`src/rtl/muldiv_pkg.sv`:
```
// Shared definitions for the iterative multiply/divide unit.
// Default width, funct3 opcodes and FSM state encoding.
package muldiv_pkg;
    localparam int XLEN_DEF = 32;

    localparam logic [2:0] F3_MUL    = 3'b000;
    localparam logic [2:0] F3_MULH   = 3'b001;
    localparam logic [2:0] F3_MULHSU = 3'b010;
    localparam logic [2:0] F3_MULHU  = 3'b011;
    localparam logic [2:0] F3_DIV    = 3'b100;
    localparam logic [2:0] F3_DIVU   = 3'b101;
    localparam logic [2:0] F3_REM    = 3'b110;
    localparam logic [2:0] F3_REMU   = 3'b111;

    typedef enum logic [1:0] {
        ST_IDLE = 2'd0,
        ST_CALC = 2'd1,
        ST_DONE = 2'd2
    } state_t;
endpackage

```
`src/rtl/muldiv_step.sv`:
```
// Shared adder/subtractor for one multiply or divide iteration.
// Latency: combinational.
// Backpressure: none; pure function of its inputs.
module muldiv_step #(
    parameter int W = 33
) (
    input  logic [W-1:0] x,
    input  logic [W-1:0] y,
    input  logic         sub,
    output logic [W-1:0] sum,
    output logic         cout
);
    // For subtraction, cout=1 means no borrow (x >= y).
    assign {cout, sum} = {1'b0, x} + {1'b0, (sub ? ~y : y)} + {{W{1'b0}}, sub};
endmodule

```
`src/rtl/muldiv_unit.sv`:
```
// Iterative RV32M multiply/divide, one bit per cycle on operand magnitudes.
// Latency: XLEN+1 cycles start->done; divide-by-zero and signed overflow take 1 cycle.
// Backpressure: start accepted only in IDLE/DONE; busy high while iterating; flush aborts.
module muldiv_unit
    import muldiv_pkg::*;
#(
    parameter int XLEN = XLEN_DEF
) (
    input  logic            clk,
    input  logic            rst_n,
    input  logic            start,
    input  logic [2:0]      funct3,
    input  logic [XLEN-1:0] a,
    input  logic [XLEN-1:0] b,
    input  logic            flush,
    output logic            busy,
    output logic            done,
    output logic [XLEN-1:0] result
);
    state_t          state;
    logic [2:0]      op;
    logic [5:0]      cnt;
    logic [XLEN:0]   acc;
    logic [XLEN-1:0] lo;
    logic [XLEN-1:0] mb;
    logic            neg;
    logic            sa;

    logic            sa_in, sb_in, div_zero, div_ovf;
    logic [XLEN-1:0] mag_a, mag_b;
    logic [XLEN:0]   step_x, step_y, step_sum;
    logic            step_sub, step_cout;
    logic [XLEN:0]   nxt_acc;
    logic [XLEN-1:0] nxt_lo;
    logic [2*XLEN-1:0] prod, prod_c;
    logic [XLEN-1:0] quo_c, rem_c, fin;

    always_comb begin
        sa_in    = a[XLEN-1] & (funct3 == F3_MULH || funct3 == F3_MULHSU ||
                                funct3 == F3_DIV  || funct3 == F3_REM);
        sb_in    = b[XLEN-1] & (funct3 == F3_MULH || funct3 == F3_DIV || funct3 == F3_REM);
        mag_a    = sa_in ? -a : a;
        mag_b    = sb_in ? -b : b;
        div_zero = funct3[2] && (b == '0);
        div_ovf  = (funct3 == F3_DIV || funct3 == F3_REM) &&
                   (a == {1'b1, {(XLEN-1){1'b0}}}) && (b == '1);
    end

    // Divide: shift remainder left, trial-subtract divisor. Multiply: conditional add of b.
    always_comb begin
        if (op[2]) begin
            step_x   = {acc[XLEN-1:0], lo[XLEN-1]};
            step_y   = {1'b0, mb};
            step_sub = 1'b1;
        end else begin
            step_x   = acc;
            step_y   = lo[0] ? {1'b0, mb} : '0;
            step_sub = 1'b0;
        end
    end

    muldiv_step #(.W(XLEN+1)) u_step (
        .x    (step_x),
        .y    (step_y),
        .sub  (step_sub),
        .sum  (step_sum),
        .cout (step_cout)
    );

    always_comb begin
        if (op[2]) begin
            nxt_acc = step_cout ? step_sum : step_x;
            nxt_lo  = {lo[XLEN-2:0], step_cout};
        end else begin
            nxt_acc = {1'b0, step_sum[XLEN:1]};
            nxt_lo  = {step_sum[0], lo[XLEN-1:1]};
        end
        prod   = {nxt_acc[XLEN-1:0], nxt_lo};
        prod_c = neg ? -prod : prod;
        quo_c  = neg ? -nxt_lo : nxt_lo;
        rem_c  = sa ? -nxt_acc[XLEN-1:0] : nxt_acc[XLEN-1:0];
        case (op)
            F3_MUL:                       fin = prod_c[XLEN-1:0];
            F3_MULH, F3_MULHSU, F3_MULHU: fin = prod_c[2*XLEN-1:XLEN];
            F3_DIV, F3_DIVU:              fin = quo_c;
            default:                      fin = rem_c;
        endcase
    end

    always_ff @(posedge clk or negedge rst_n) begin
        if (!rst_n) begin
            state  <= ST_IDLE;
            busy   <= 1'b0;
            done   <= 1'b0;
            result <= '0;
            op     <= '0;
            cnt    <= '0;
            acc    <= '0;
            lo     <= '0;
            mb     <= '0;
            neg    <= 1'b0;
            sa     <= 1'b0;
        end else if (flush) begin
            state <= ST_IDLE;
            busy  <= 1'b0;
            done  <= 1'b0;
        end else begin
            case (state)
                ST_CALC: begin
                    acc <= nxt_acc;
                    lo  <= nxt_lo;
                    cnt <= cnt + 6'd1;
                    if (cnt == 6'(XLEN-1)) begin
                        state  <= ST_DONE;
                        busy   <= 1'b0;
                        done   <= 1'b1;
                        result <= fin;
                    end
                end
                default: begin
                    if (start) begin
                        op  <= funct3;
                        cnt <= '0;
                        neg <= sa_in ^ sb_in;
                        sa  <= sa_in;
                        if (div_zero || div_ovf) begin
                            // Both special cases: remainder is a (or 0), quotient is -1 (or a).
                            if (div_zero)
                                result <= funct3[1] ? a : '1;
                            else
                                result <= funct3[1] ? '0 : a;
                            state <= ST_DONE;
                            busy  <= 1'b0;
                            done  <= 1'b1;
                        end else begin
                            acc   <= '0;
                            lo    <= mag_a;
                            mb    <= mag_b;
                            state <= ST_CALC;
                            busy  <= 1'b1;
                            done  <= 1'b0;
                        end
                    end else begin
                        state <= ST_IDLE;
                        busy  <= 1'b0;
                        done  <= 1'b0;
                    end
                end
            endcase
        end
    end
endmodule

```
`config.mk`:
```
export PLATFORM = sky130hd
export DESIGN_NAME = muldiv_unit
export DESIGN_NICKNAME = d
export VERILOG_FILES = /design/src/rtl/muldiv_pkg.sv /design/src/rtl/muldiv_step.sv /design/src/rtl/muldiv_unit.sv
export SDC_FILE = /design/constraint.sdc
export NUM_CORES = 1
export LEC_CHECK = 0
export ABC_AREA = 0
export CAP_MARGIN = 20
export CORE_ASPECT_RATIO = 2
export CORE_UTILIZATION = 30
export CTS_CLUSTER_DIAMETER = 30
export DETAILED_ROUTE_END_ITERATION = 6
export GPL_ROUTABILITY_DRIVEN = 0
export PLACE_DENSITY = 0.44
export REMOVE_ABC_BUFFERS = 1
export SLEW_MARGIN = 5
export SYNTH_ARGS = -nofsm -noshare
export SYNTH_HDL_FRONTEND = slang
export SYNTH_SLANG_ARGS = --single-unit
```
`constraint.sdc`:
```
create_clock -name clk -period 14.76 [get_ports clk]
set_input_delay 3.69 -clock clk [delete_from_list [all_inputs] [get_ports clk]]
set_output_delay 3.69 -clock clk [all_outputs]
set_load 0.02 [all_outputs]
```
After elaboration in Yosys (flattened, before gate mapping)
Cells that the tools add are included.
{"block": "op_classes", "mux": 44, "eq_ne": 16, "n_addsub": 8, "n_reduce_logical": 21, "n_bitwise": 7}
{"operator": "32-bit two-way mux", "n": 17}
{"operator": "33-bit two-way mux", "n": 7}
{"operator": "32-bit negator", "n": 4}
{"operator": "32-bit case mux with 3 select lines", "n": 1}
{"operator": "32-bit == test (second input constant)", "n": 2}
{"operator": "64-bit two-way mux", "n": 1}
{"operator": "64-bit negator", "n": 1}
{"operator": "33-bit by 33-bit adder with 34-bit output", "n": 1}
{"operator": "34-bit by 1-bit adder with 34-bit output", "n": 1}
{"operator": "32-bit inverter with 33-bit output", "n": 1}
{"operator": "32-bit logical NOT", "n": 1}
{"operator": "3-bit == test (second input constant)", "n": 4}
{"operator": "6-bit two-way mux", "n": 2}
{"operator": "1-bit two-way mux", "n": 11}
{"operator": "2-bit two-way mux", "n": 5}
{"operator": "3-bit by 2-bit == test with 1-bit output (second input constant)", "n": 3}
{"operator": "4-bit AND reduction", "n": 2}
{"operator": "1-bit logical OR", "n": 7}
{"operator": "6-bit by 1-bit adder with 6-bit output (second input constant)", "n": 1}
{"operator": "3-bit by 1-bit == test with 1-bit output (second input constant)", "n": 2}
{"operator": "6-bit by 5-bit == test with 1-bit output (second input constant)", "n": 1}
{"operator": "3-bit AND reduction", "n": 2}
{"operator": "2-bit nonzero test", "n": 2}
{"operator": "1-bit logical AND", "n": 3}
{"operator": "other kinds (11)", "n": 14}
{"block": "totals", "regBits": 144, "output_inout_bits": 34, "in_bits": 71, "elab_cells": 107}

Depth between registers and ports, before layout
Gate-level depths: netlist of the first run.
{"block": "depth", "word_depth": 13, "ltp_mapped": 34, "mapped_depth_nobuf": 21}

Hierarchy
From an unflattened synthesis of the first run, not the netlist that was laid out.
{"block": "hier_totals", "hier_cells": 1917, "hier_area_um2": 14810.5}
{"module": "muldiv_unit", "cells_per_inst": 1607, "n_inst": 1, "seq_area_each_um2": 3553.4, "area_each_um2": 12602.1}
{"module": "muldiv_step", "cells_per_inst": 310, "n_inst": 1, "seq_area_each_um2": 0.0, "area_each_um2": 2208.4}

Worst setup path after synthesis of the first run
No wires, ideal clock.
{"block": "synth_path", "path_kind": "flip-flop to flip-flop", "from": "register op[2]", "to": "register result[28]", "period_less_slack_ns": 8.242, "required_ns": 14.636, "path_stages_with_launch": 32, "setup_slack_ns": 6.518, "n_path_buf": 15, "t_arrival_ns": 8.118, "setup_ns": 0.124, "path_cell_list": "dfrtp_1 buf_2 buf_4 buf_2 buf_2 buf_2 buf_1 buf_1 buf_2 buf_1 buf_1 buf_2 buf_1 mux2_2 ha_1 clkbuf_1 and4b_1 a211o_1 a32oi_2 a21o_1 nand2_1 o311ai_1 ha_1 nand4_1 or2_4 or4_4 buf_6 buf_6 o31ai_1 xnor2_1 a22oi_1 a21oi_1"}
{"block": "synth_via", "elab_chain_len": 12, "elab_cells_between_ends": 27, "cone_classes": "5 x add/sub; 5 x eq/ne; 13 x mux; 1 x bitwise; 3 x reduce/logical"}
{"element": "start, declared", "line": "muldiv_unit.sv:21", "rtl": "logic [2:0] op;"}
{"element": "start signal, assigned", "line": "muldiv_unit.sv:122", "rtl": "op <= funct3;"}
{"element": "32-bit two-way mux", "line": "muldiv_unit.sv:51", "rtl": "if (op[2]) begin"}
{"element": "32-bit inverter with 33-bit output", "line": "muldiv_step.sv:14", "rtl": "assign {cout, sum} = {1'b0, x} + {1'b0, (sub ? ~y : y)} + {{W{1'b0}}, sub};"}
{"element": "33-bit two-way mux", "line": "muldiv_step.sv:14"}
{"element": "33-bit by 33-bit adder with 34-bit output", "line": "muldiv_step.sv:14"}
{"element": "34-bit by 1-bit adder with 34-bit output", "line": "muldiv_step.sv:14"}
{"element": "33-bit two-way mux", "line": "muldiv_unit.sv:72", "rtl": "nxt_acc = step_cout ? step_sum : step_x;"}
{"element": "33-bit two-way mux", "line": "muldiv_unit.sv:71", "rtl": "if (op[2]) begin"}
{"element": "64-bit negator or 32-bit negator (tied branches)", "line": "muldiv_unit.sv:79, muldiv_unit.sv:81"}
{"element": "64-bit two-way mux or 32-bit two-way mux (tied branches)", "line": "muldiv_unit.sv:79, muldiv_unit.sv:81"}
{"element": "32-bit case mux with 3 select lines (*)", "line": "muldiv_unit.sv:82", "rtl": "case (op)"}
{"element": "32-bit two-way mux (*)", "line": "muldiv_unit.sv:113", "rtl": "if (cnt == 6'(XLEN-1)) begin"}
{"element": "32-bit two-way mux (*)", "line": "muldiv_unit.sv:108", "rtl": "case (state)"}
{"element": "end signal, assigned", "line": "muldiv_unit.sv:117", "rtl": "result <= fin;"}
{"element": "end signal, assigned", "line": "muldiv_unit.sv:129", "rtl": "result <= funct3[1] ? a : '1;"}
{"element": "end signal, assigned", "line": "muldiv_unit.sv:131", "rtl": "result <= funct3[1] ? '0 : a;"}
{"element": "end, declared", "line": "muldiv_unit.sv:18", "rtl": "output logic [XLEN-1:0] result"}
Mark *: on every way between the ends. The rest lies on a longest branch, timed or not. The select of a mux whose other input is x is not followed.
A chain may end at the register's enable or synchronous reset.

Worst setup path in the final report of the first run
{"block": "layout_path", "from": "input port b[3]", "to": "register result[27]"}
{"block": "layout_via", "elab_chain_len": 6, "elab_cells_between_ends": 11, "cone_classes": "1 x eq/ne; 4 x mux; 6 x reduce/logical"}
{"element": "start, declared", "line": "muldiv_unit.sv:14", "rtl": "input logic [XLEN-1:0] b,"}
{"element": "32-bit logical NOT", "line": "muldiv_unit.sv:44", "rtl": "div_zero = funct3[2] && (b == '0);"}
{"element": "1-bit logical AND", "line": "muldiv_unit.sv:44"}
{"element": "32-bit two-way mux", "line": "muldiv_unit.sv:128", "rtl": "if (div_zero)"}
{"element": "32-bit two-way mux", "line": "muldiv_unit.sv:126", "rtl": "if (div_zero || div_ovf) begin"}
{"element": "32-bit two-way mux", "line": "muldiv_unit.sv:121", "rtl": "if (start) begin"}
{"element": "32-bit two-way mux", "line": "muldiv_unit.sv:108"}
Parallel ways exist; a longest one is shown, timed or not. The select of a mux whose other input is x is not followed.

==> results_dict.tcl, run 1 <==
set metrics [dict create \
    outcome "complete, no violations" \
    powerDensity_nw_per_um2 147 \
    synth_seq_area_share_pct 24.3 \
    firstDrtPassIters 7 \
    rows 114 \
    io_pins 105 \
    hold_start "result[8]" \
    critPathMaxFanout 65 \
    grt_max_degree 78 \
    synth_edf_count 0 \
    netlist-cell-type-count 96 \
    finalSetupViolCount 0 \
    cts_root_buf "clkbuf_16" \
    finalHoldViolCount 0 \
    fin_worst_skew_ns 0.0127 \
    peakVddDrop_v 0.0000578 \
    fin_area_um2 16800 \
    timing.rr.start "op[2]" \
    place_ws_ns 5.62 \
    cts_tree "yes" \
    antenna_cells 0 \
    leakagePower_nw 6.28 \
    synth_ff_type "dfrtp_1" \
    min_path_type "reg -> reg" \
    insertion_delay_ns 0.48 \
    r2r_slack_ns 6.81 \
    cts_resized 0 \
    fin_setup_tns_ns 0 \
    grt_overflow 0 \
    period_needed_ns 8.65 \
    die_height_um 314 \
    syn_area_per_cell_um2 7.37 \
    layout_commonest_cell "nand2_1" \
    io_buffers 104 \
    vias 14800 \
    cts.clk_slew.worst_paths_ns 0.06 \
    cts_hold_buffers 0 \
    whs_ns 0.479 \
    fillCellCount 5267 \
    fmax_ghz 0.116 \
    timing.rr.end "result[24]" \
    rsz0062_at_grt "false" \
    die_width_um 158 \
    worst_slack_ns 6.11 \
    worstSetupPathType "in -> reg" \
    numCtsBuffers 17 \
    cts.sinks 142 \
    final_nets 2100 \
    dp_hpwl_um 44700 \
    final_cell_mix "nand2_1 (277), o21ai_0 (199), a21oi_1 (199), nor2_1 (171), dfrtp_1 (141)" \
    syn_inst 1979 \
    placed_area_um2 16100 \
    grt_pass1_vias 14700 \
    postSynth.asyncResetShare_pct 100 \
    slew_viol_final 0 \
    routed_via_density 5.59 \
    start_kind "input pin" \
    area_growth_pct 14.8 \
    ant_nets 0 \
    critPathArrivalTime_ns 9.00 \
    drv_cap 0 \
    initial_core_util_pct 30.3 \
    grt_usage_pct 23.4 \
    slew_headroom_pct 27.1 \
    worstPathRequired_ns 15.11 \
    routedWlPerCell_um 21.5 \
    post-route-period-util_pct 58.6 \
    yosysWarnings 0 \
    drtIter0Drc 875 \
    grt_pass1_wl_um 87800 \
    worst_r2r_path_depth 18 \
    finalWirelength_um 56900 \
    hold_depth 2 \
    dieArea_um2 49600 \
    endpoint_kind "flip-flop" \
    fp.coreArea_um2 48200 \
    fin_cells 2643 \
    netlist_area_um2 14600 \
    total_power_mw 2.47 \
    fin_util_pct 34.8 \
    cts-htree-levels 4 \
    min_to "result[8]" \
    worst_slew_pin_slew_ns 1.07 \
    drive_above_1_share_pct 7.83 \
    drc_errors 0 \
    clk_path_buf_depth 2 \
    place_inst 2609 \
    ys_seq_elements 142 \
    antenna_found_initial 0 \
    postCtsSetupRepairBufs 0 \
]
==> metal layers <==
layer | wire length (um) | vias to the layer above | track usage (%)
met3 | 1270 | 71 | 2.19
met1 | 21500 | 7075 | 24.5
li1 | - | 7292 | -
met2 | 31700 | 340 | 45.9
met5 | 0 | - | 0
met4 | 2430 | 0 | 10.6
==> logic make-up (layout without fill, tap and decap cells) <==
| group | after synthesis | after routing | synth area share (%) |
|---|---|---|---|
| AOI/OAI and AO/OA | 677 | 677 | 29.2 |
| adders and majority gates | 37 | 37 | 3.17 |
| xor gates and xnor gates | 166 | 166 | 9.96 |
| DFF | 142 | 142 | 24.3 |
| and+or+nand+nor | 710 | 710 | 22.8 |
| buffers and inverters | 169 | 195 | 4.71 |
| muxes | 78 | 78 | 5.77 |
==> worst max-delay path: stages <==
cell,delay (ns)
clkdlybuf4s50_1,0.67
nor4b_1,0.77
nand3_1,0.37
or3_1,0.55
nor4_2,0.18
buf_4,0.54
a21oi_1,0.14
o21ai_0,0.24
nand2b_2,0.07
buf_4,0.29
clkinv_1,0.32
nand2_1,0.46
a221o_1,0.43
a21oi_1,0.11
a21oi_1,0.07
==> final cells by class <==
class / instances / area [um2] / area share [%]
clock buffer: 19 / 453 / 2.70
clock inverter: 13 / 164 / 0.978
tap: 638 / 798 / 4.76
inverter: 28 / 105 / 0.627
sequential: 142 / 3560 / 21.2
timing repair buffer: 135 / 1290 / 7.73
multi-input combinational: 1668 / 10400 / 62.0
==> worst max-delay path by stage <==
stage          start         end  depth (start not counted)
4_1_cts         b[2]  result[27]                         15
3_3_place_gp    b[2]  result[27]                         15
3_5_place_dp    b[2]  result[27]                         15
6_report        b[3]  result[27]                         15
5_1_grt         b[0]  result[27]                         17
2_1_floorplan   b[0]  result[27]                         14
==> cell usage after synthesis, drive strengths merged (5+ instances only) <==
cell type	n	area [um2]
a221oi	15	138
o211ai	19	143
xnor2	88	771
o21bai	6	45.0
a31o	5	43.8
a21o	12	90.1
o41ai	17	149
o22ai	10	62.6
o31ai	38	290
o21ai	218	1090
mux2i	29	290
or2	8	52.6
inv	26	97.6
xor2	78	683
nand4	33	213
a22o	17	149
or4	13	101
clkbuf	101	382
nor4b	6	52.6
nor4	17	106
nor3b	8	60.1
nand2	277	1040
buf	40	200
a21boi	5	37.5
nand2b	17	106
a21oi	202	1020
nand3	32	160
o311ai	5	68.8
nor2	172	646
ha	37	463
dfrtp	142	3550
mux2	49	552
a31oi	22	144
or3	32	205
nand3b	5	37.5
and2	9	56.3
o21a	8	60.1
a211oi	19	153
nor3	43	215
and3	15	93.8
nor2b	8	50.1
==> report_power, final <==
part           switching [mW]  internal (mW)
clock                   0.202          0.275
combinational           0.900          0.532
sequential             0.0940          0.464
==> flip-flops by register name, summed over array words and instances, names as in the netlist, 3 cells and up <==
name    cells
acc        33
cnt         6
lo         32
mb         32
op          3
result     32
No activity file was read; power rests on OpenSTA's default activity.
==> run 2: changes to the inputs <==
- PLACE_DENSITY: 0.44 -> 0.46
- clock period: 14.76 -> 7.3 ns (I/O delays scaled with it)
==> results_dict.tcl, run 2 (synthesis gave the netlist of run 1 again) <==
set metrics [dict create \
    drtIter0Drc 870 \
    largest_reg_flops 33 \
    routedWlPerCell_um 21.5 \
    drc_errors 0 \
    crit_slowest_cell "o21ai_0" \
    postCtsSetupRepairBufs 0 \
    drv_cap 0 \
    grt_use_met3_pct 2.12 \
    regMostFlops "acc" \
    slew_headroom_pct 27.4 \
    die_height_um 314 \
    routed_via_density 5.59 \
    layout_commonest_cell "nand2_1" \
    grt_pass1_vias 14800 \
    fin_worst_skew_ns 0.0124 \
    dp_hpwl_um 45400 \
    finalWirelength_um 57700 \
    vias 15000 \
    met2_usage_pct 45.9 \
    powerDensity_nw_per_um2 297 \
    clk_path_buf_depth 2 \
    critical_path.max_stage_delay_ns 0.78 \
    fin_cells 2685 \
    drive_above_1_share_pct 9.72 \
    cts-htree-levels 4 \
    crit_top_cell "buf_4" \
    initial_core_util_pct 30.3 \
    regArea_um2 3560 \
    critPathArrivalTime_ns 6.55 \
    grt_overflow 0 \
    die_width_um 158 \
    leakagePower_nw 6.46 \
    post-route-period-util_pct 84.9 \
    cts_hold_buffers 0 \
    cts_root_buf "clkbuf_16" \
    firstDrtPassIters 5 \
    critPathMaxFanout 33 \
    ant_nets 0 \
    period_needed_ns 6.20 \
    cts_resized 0 \
    fin_setup_tns_ns 0 \
    final_nets 2144 \
    worstSetupPathType "reg -> reg" \
    finalSetupViolCount 0 \
    antenna_found_initial 0 \
    grt_pass1_wl_um 88400 \
    numCtsBuffers 17 \
    worstPathRequired_ns 7.65 \
    io_pins 105 \
    start_kind "flip-flop" \
    min_path_type "reg -> reg" \
    cts.sinks 142 \
    whs_ns 0.474 \
    final_cell_mix "nand2_1 (277), o21ai_0 (199), a21oi_1 (199), nor2_1 (171), dfrtp_1 (141)" \
    area_growth_pct 16.7 \
    grt_max_degree 82 \
    fillCellCount 5230 \
    critPathTopFamily "compound AO/OA/AOI/OAI gates" \
    finalHoldViolCount 0 \
    grt_busiest_layer "met2" \
    antenna_cells 0 \
    crit_chain "buf_4 -> mux2_2 -> ha_1 -> nand2_1 -> o21ai_0 -> a2bb2oi_2 -> buf_4 -> o21ai_0 -> a31oi_1 -> o311ai_1 -> ha_1 -> nand4_1 -> or2_4 -> or4_4 -> o31ai_1 -> xor2_1 -> a221oi_1 -> buf_4 -> o21ai_1" \
    rows 114 \
    outcome "complete, no violations" \
    fmax_ghz 0.161 \
    cp.buffers_inverters 3 \
    fp.coreArea_um2 48200 \
    rsz0062_at_grt "false" \
    place_inst 2655 \
    peakVddDrop_v 0.000140 \
    slew_viol_final 0 \
    grt_usage_pct 23.7 \
    dieArea_um2 49600 \
    cts_tree "yes" \
    io_buffers 104 \
    cts.clk_slew.worst_paths_ns 0.07 \
    worst_slew_pin_slew_ns 1.09 \
    endpoint_kind "flip-flop" \
    met1_usage_pct 24.2 \
    insertion_delay_ns 0.47 \
    multi_input_area_um2 10400 \
]
[run 2: stage by stage]
stage	area (um2)	power (mW)	util (%)	worst slack [ns]
floorplan	14000	3.14	-	-3.18
global placement	16500	4.14	34.2	1.14
detailed placement	16500	4.16	34.2	1.11
CTS	17000	5.07	35.3	1.10
global route	17000	5.42	35.3	0.705
finish	17000	5.06	35.3	1.10
[run 2: final timing paths]
| check | slack, ns | startpoint | end | depth (start not counted) |
|---|---|---|---|---|
| min | 0.47 | result[8] | result[8] | 2 |
| max in group asynchronous | 4.43 | rst_n | op[2] | 2 |
| min in group asynchronous | 1.39 | rst_n | lo[27] | 1 |
| max reg2reg | 1.10 | op[2] | result[24] | 19 |
| min reg2reg | 0.47 | result[8] | result[8] | 2 |
| max | 1.10 | op[2] | result[24] | 19 |
[run 2: metal layers]
| metal | part of all wire (%) | routed length [um] | up-vias |
|---|---|---|---|
| met3 | 2.7 | 1550 | 116 |
| met4 | 5.5 | 3190 | 0 |
| li1 | - | - | 7367 |
| met2 | 55 | 31700 | 388 |
| met1 | 37 | 21200 | 7150 |
| met5 | 0 | 0 | - |
[run 2: tightest hold or removal path: cells and delay by family, from the launching register on]
kind	cells	cell delay, ns
simple gates	1	0.05
flops	1	0.34
compound gates	1	0.05
[run 2: final cells by class]
| cell class | instances | area share [%] |
|---|---|---|
| Multi-Input combinational cell | 1668 | 61.0 |
| Tap cell | 638 | 4.69 |
| Inverter | 28 | 0.617 |
| Clock buffer | 21 | 2.82 |
| Clock inverter | 9 | 0.514 |
| Sequential cell | 142 | 20.9 |
| Timing Repair Buffer | 179 | 9.50 |
[run 2: where the power goes]
part	switching [mW]	total (mW)	internal (mW)	leakage, nW
sequential	0.189	1.13	0.939	1.77
clock	0.390	0.890	0.500	0.269
combinational	1.87	3.04	1.17	4.42
==> run 3: changes to the inputs <==
- clock period: 7.3 -> 5.2 ns (I/O delays scaled with it)
==> results_dict.tcl, run 3 (synthesis gave the netlist of run 1 again) <==
set metrics [dict create \
    outcome "complete, no violations" \
    drv_cap 0 \
    dieArea_um2 49600 \
    post-route-period-util_pct 99.7 \
    worstSetupPathType "reg -> reg" \
    slew_viol_final 0 \
    io_buffers 104 \
    min_path_type "reg -> reg" \
    critPathTopFamily "simple AND/OR/NAND/NOR gates" \
    grt_pass1_vias 16900 \
    cts_tree "yes" \
    cts.sinks 142 \
    largest_reg_flops 33 \
    numCtsBuffers 17 \
    timing.rr.end "result[26]" \
    worst_slack_ns 0.0168 \
    met1_length_um 22200 \
    initial_core_util_pct 30.3 \
    insertion_delay_ns 0.47 \
    r2r_slack_ns 0.02 \
    crit_path_start "op[2]" \
    drc_errors 0 \
    drive_above_1_share_pct 27.4 \
    drtIter0Drc 872 \
    critical_path.max_stage_delay_ns 0.55 \
    antenna_cells 0 \
    leakagePower_nw 8.39 \
    endpoint_kind "flip-flop" \
    final_cell_mix "buf_4 (403), nand2_1 (269), a21oi_1 (186), o21ai_0 (181), nor2_1 (169)" \
    period_needed_ns 5.18 \
    worst_slew_pin_slew_ns 1.13 \
    finalSetupViolCount 0 \
    grt_max_degree 74 \
    antenna_found_initial 0 \
    powerDensity_nw_per_um2 421 \
    worstPathRequired_ns 5.54 \
    fp.coreArea_um2 48200 \
    routed_via_density 5.43 \
    fin_cells 3041 \
    vias 16500 \
    layout_commonest_cell "buf_4" \
    cts-htree-levels 4 \
    finalHoldViolCount 0 \
    hold_start "result[9]" \
    critPathMaxFanout 11 \
    rsz0062_at_grt "true" \
    worst_r2r_path_depth 18 \
    grt_overflow 0 \
    firstDrtPassIters 5 \
    dr_wl_met3_um 1630 \
    peakVddDrop_v 0.000178 \
    place_ws_ns -0.428 \
    min_to "result[9]" \
    crit_slowest_cell "or4_4" \
    top_layer_used "met4" \
    cp.buffers_inverters 4 \
    finalWirelength_um 63200 \
    fmax_ghz 0.193 \
    timing.rr.start "op[2]" \
    cts.clk_slew.worst_paths_ns 0.07 \
    die_height_um 314 \
    area_growth_pct 41.6 \
    crit_top_cell "buf_6" \
    clk_path_buf_depth 2 \
    crit_chain "buf_8 -> mux2_2 -> ha_4 -> buf_6 -> a211o_1 -> buf_6 -> o211ai_1 -> nand3b_1 -> nor3b_4 -> a311o_1 -> or3_4 -> or2_4 -> or4_4 -> buf_6 -> o31ai_4 -> xnor2_1 -> a221oi_1 -> a21oi_1" \
    final_nets 2498 \
    grt_pass1_wl_um 96000 \
    total_power_mw 8.71 \
    ant_nets 0 \
    critPathArrivalTime_ns 5.53 \
    wl_met2_um 35000 \
    fin_area_um2 20700 \
    place_inst 2975 \
    hold_depth 2 \
    routedWlPerCell_um 20.8 \
    regMostFlops "acc" \
    die_width_um 158 \
    fin_worst_skew_ns 0.0130 \
    fin_util_pct 42.9 \
    start_kind "flip-flop" \
    io_pins 105 \
    dp_hpwl_um 50200 \
    rows 114 \
    placed_area_um2 19000 \
    cts_root_buf "clkbuf_16" \
    slew_headroom_pct 24.6 \
    grt_usage_pct 25.8 \
]
-- run 3: cell count changes in the layout (fill, tap and decap cells not counted), moves of 9 or more --
cell | before | now
a21oi_2 | 3 | 15
buf_6 | 1 | 14
o21ai_2 | 0 | 9
o21ai_0 | 199 | 181
a21oi_1 | 199 | 186
ha_1 | 37 | 27
buf_4 | 74 | 403
buf_12 | 1 | 12
-- run 3: what timing repair did --
action                                  4_1_cts  5_1_grt
cloned                                        1        0
resized for setup                            58      119
hold buffers                                  0        0
endpoints found under the setup margin       28       28
pin swaps                                    23       60
setup buffers                                11       24
-- run 3: worst max-delay path by stage --
stage | endpoint | slack (ns) | cells after the start
4_1_cts | result[26] | -0.04 | 19
6_report | result[26] | 0.02 | 18
3_3_place_gp | result[30] | -0.43 | 23
2_1_floorplan | result[28] | -5.28 | 16
3_5_place_dp | result[6] | -0.43 | 25
5_1_grt | result[24] | -0.23 | 20
-- run 3: through the flow --
stage                     hold WS [ns]  TNS (ns)
after floorplan                  0.462   -480.29
after global placement           0.466     -6.92
after detailed placement         0.470     -5.74
after CTS                        0.486   -0.0612
after global routing             0.522     -1.67
final                            0.478         0
-- run 3: cell type report --
class	count	area (um2)
fill	5038	27500
multi-input combinational	1668	11100
timing repair buffer	533	4470
sequential	142	3560
tap	638	798
clock buffer	19	443
clock inverter	13	181
inverter	28	106
-- run 3: metal layers --
metal,vias to the layer above,global-route usage [%]
li1,8085,-
met1,7897,25.1
met2,383,50.3
met3,156,2.23
met4,0,16.5
met5,-,0
-- run 3: worst reg2reg max path, delay by kind of cell, from the launching register on --
family                     cells  cell delay, ns
muxes                          1            0.36
DFF                            1            0.54
buffers and inverters          4            0.63
adders and majority gates      1            0.25
AOI/OAI and AO/OA              6            1.59
xor gates and xnor gates       1            0.10
and+or+nand+nor                5            1.60
-- run 3: where the power goes --
part	switching [mW]	internal (mW)	total [mW]
registers	0.255	1.32	1.57
logic	3.10	2.68	5.77
clock network	0.580	0.779	1.36
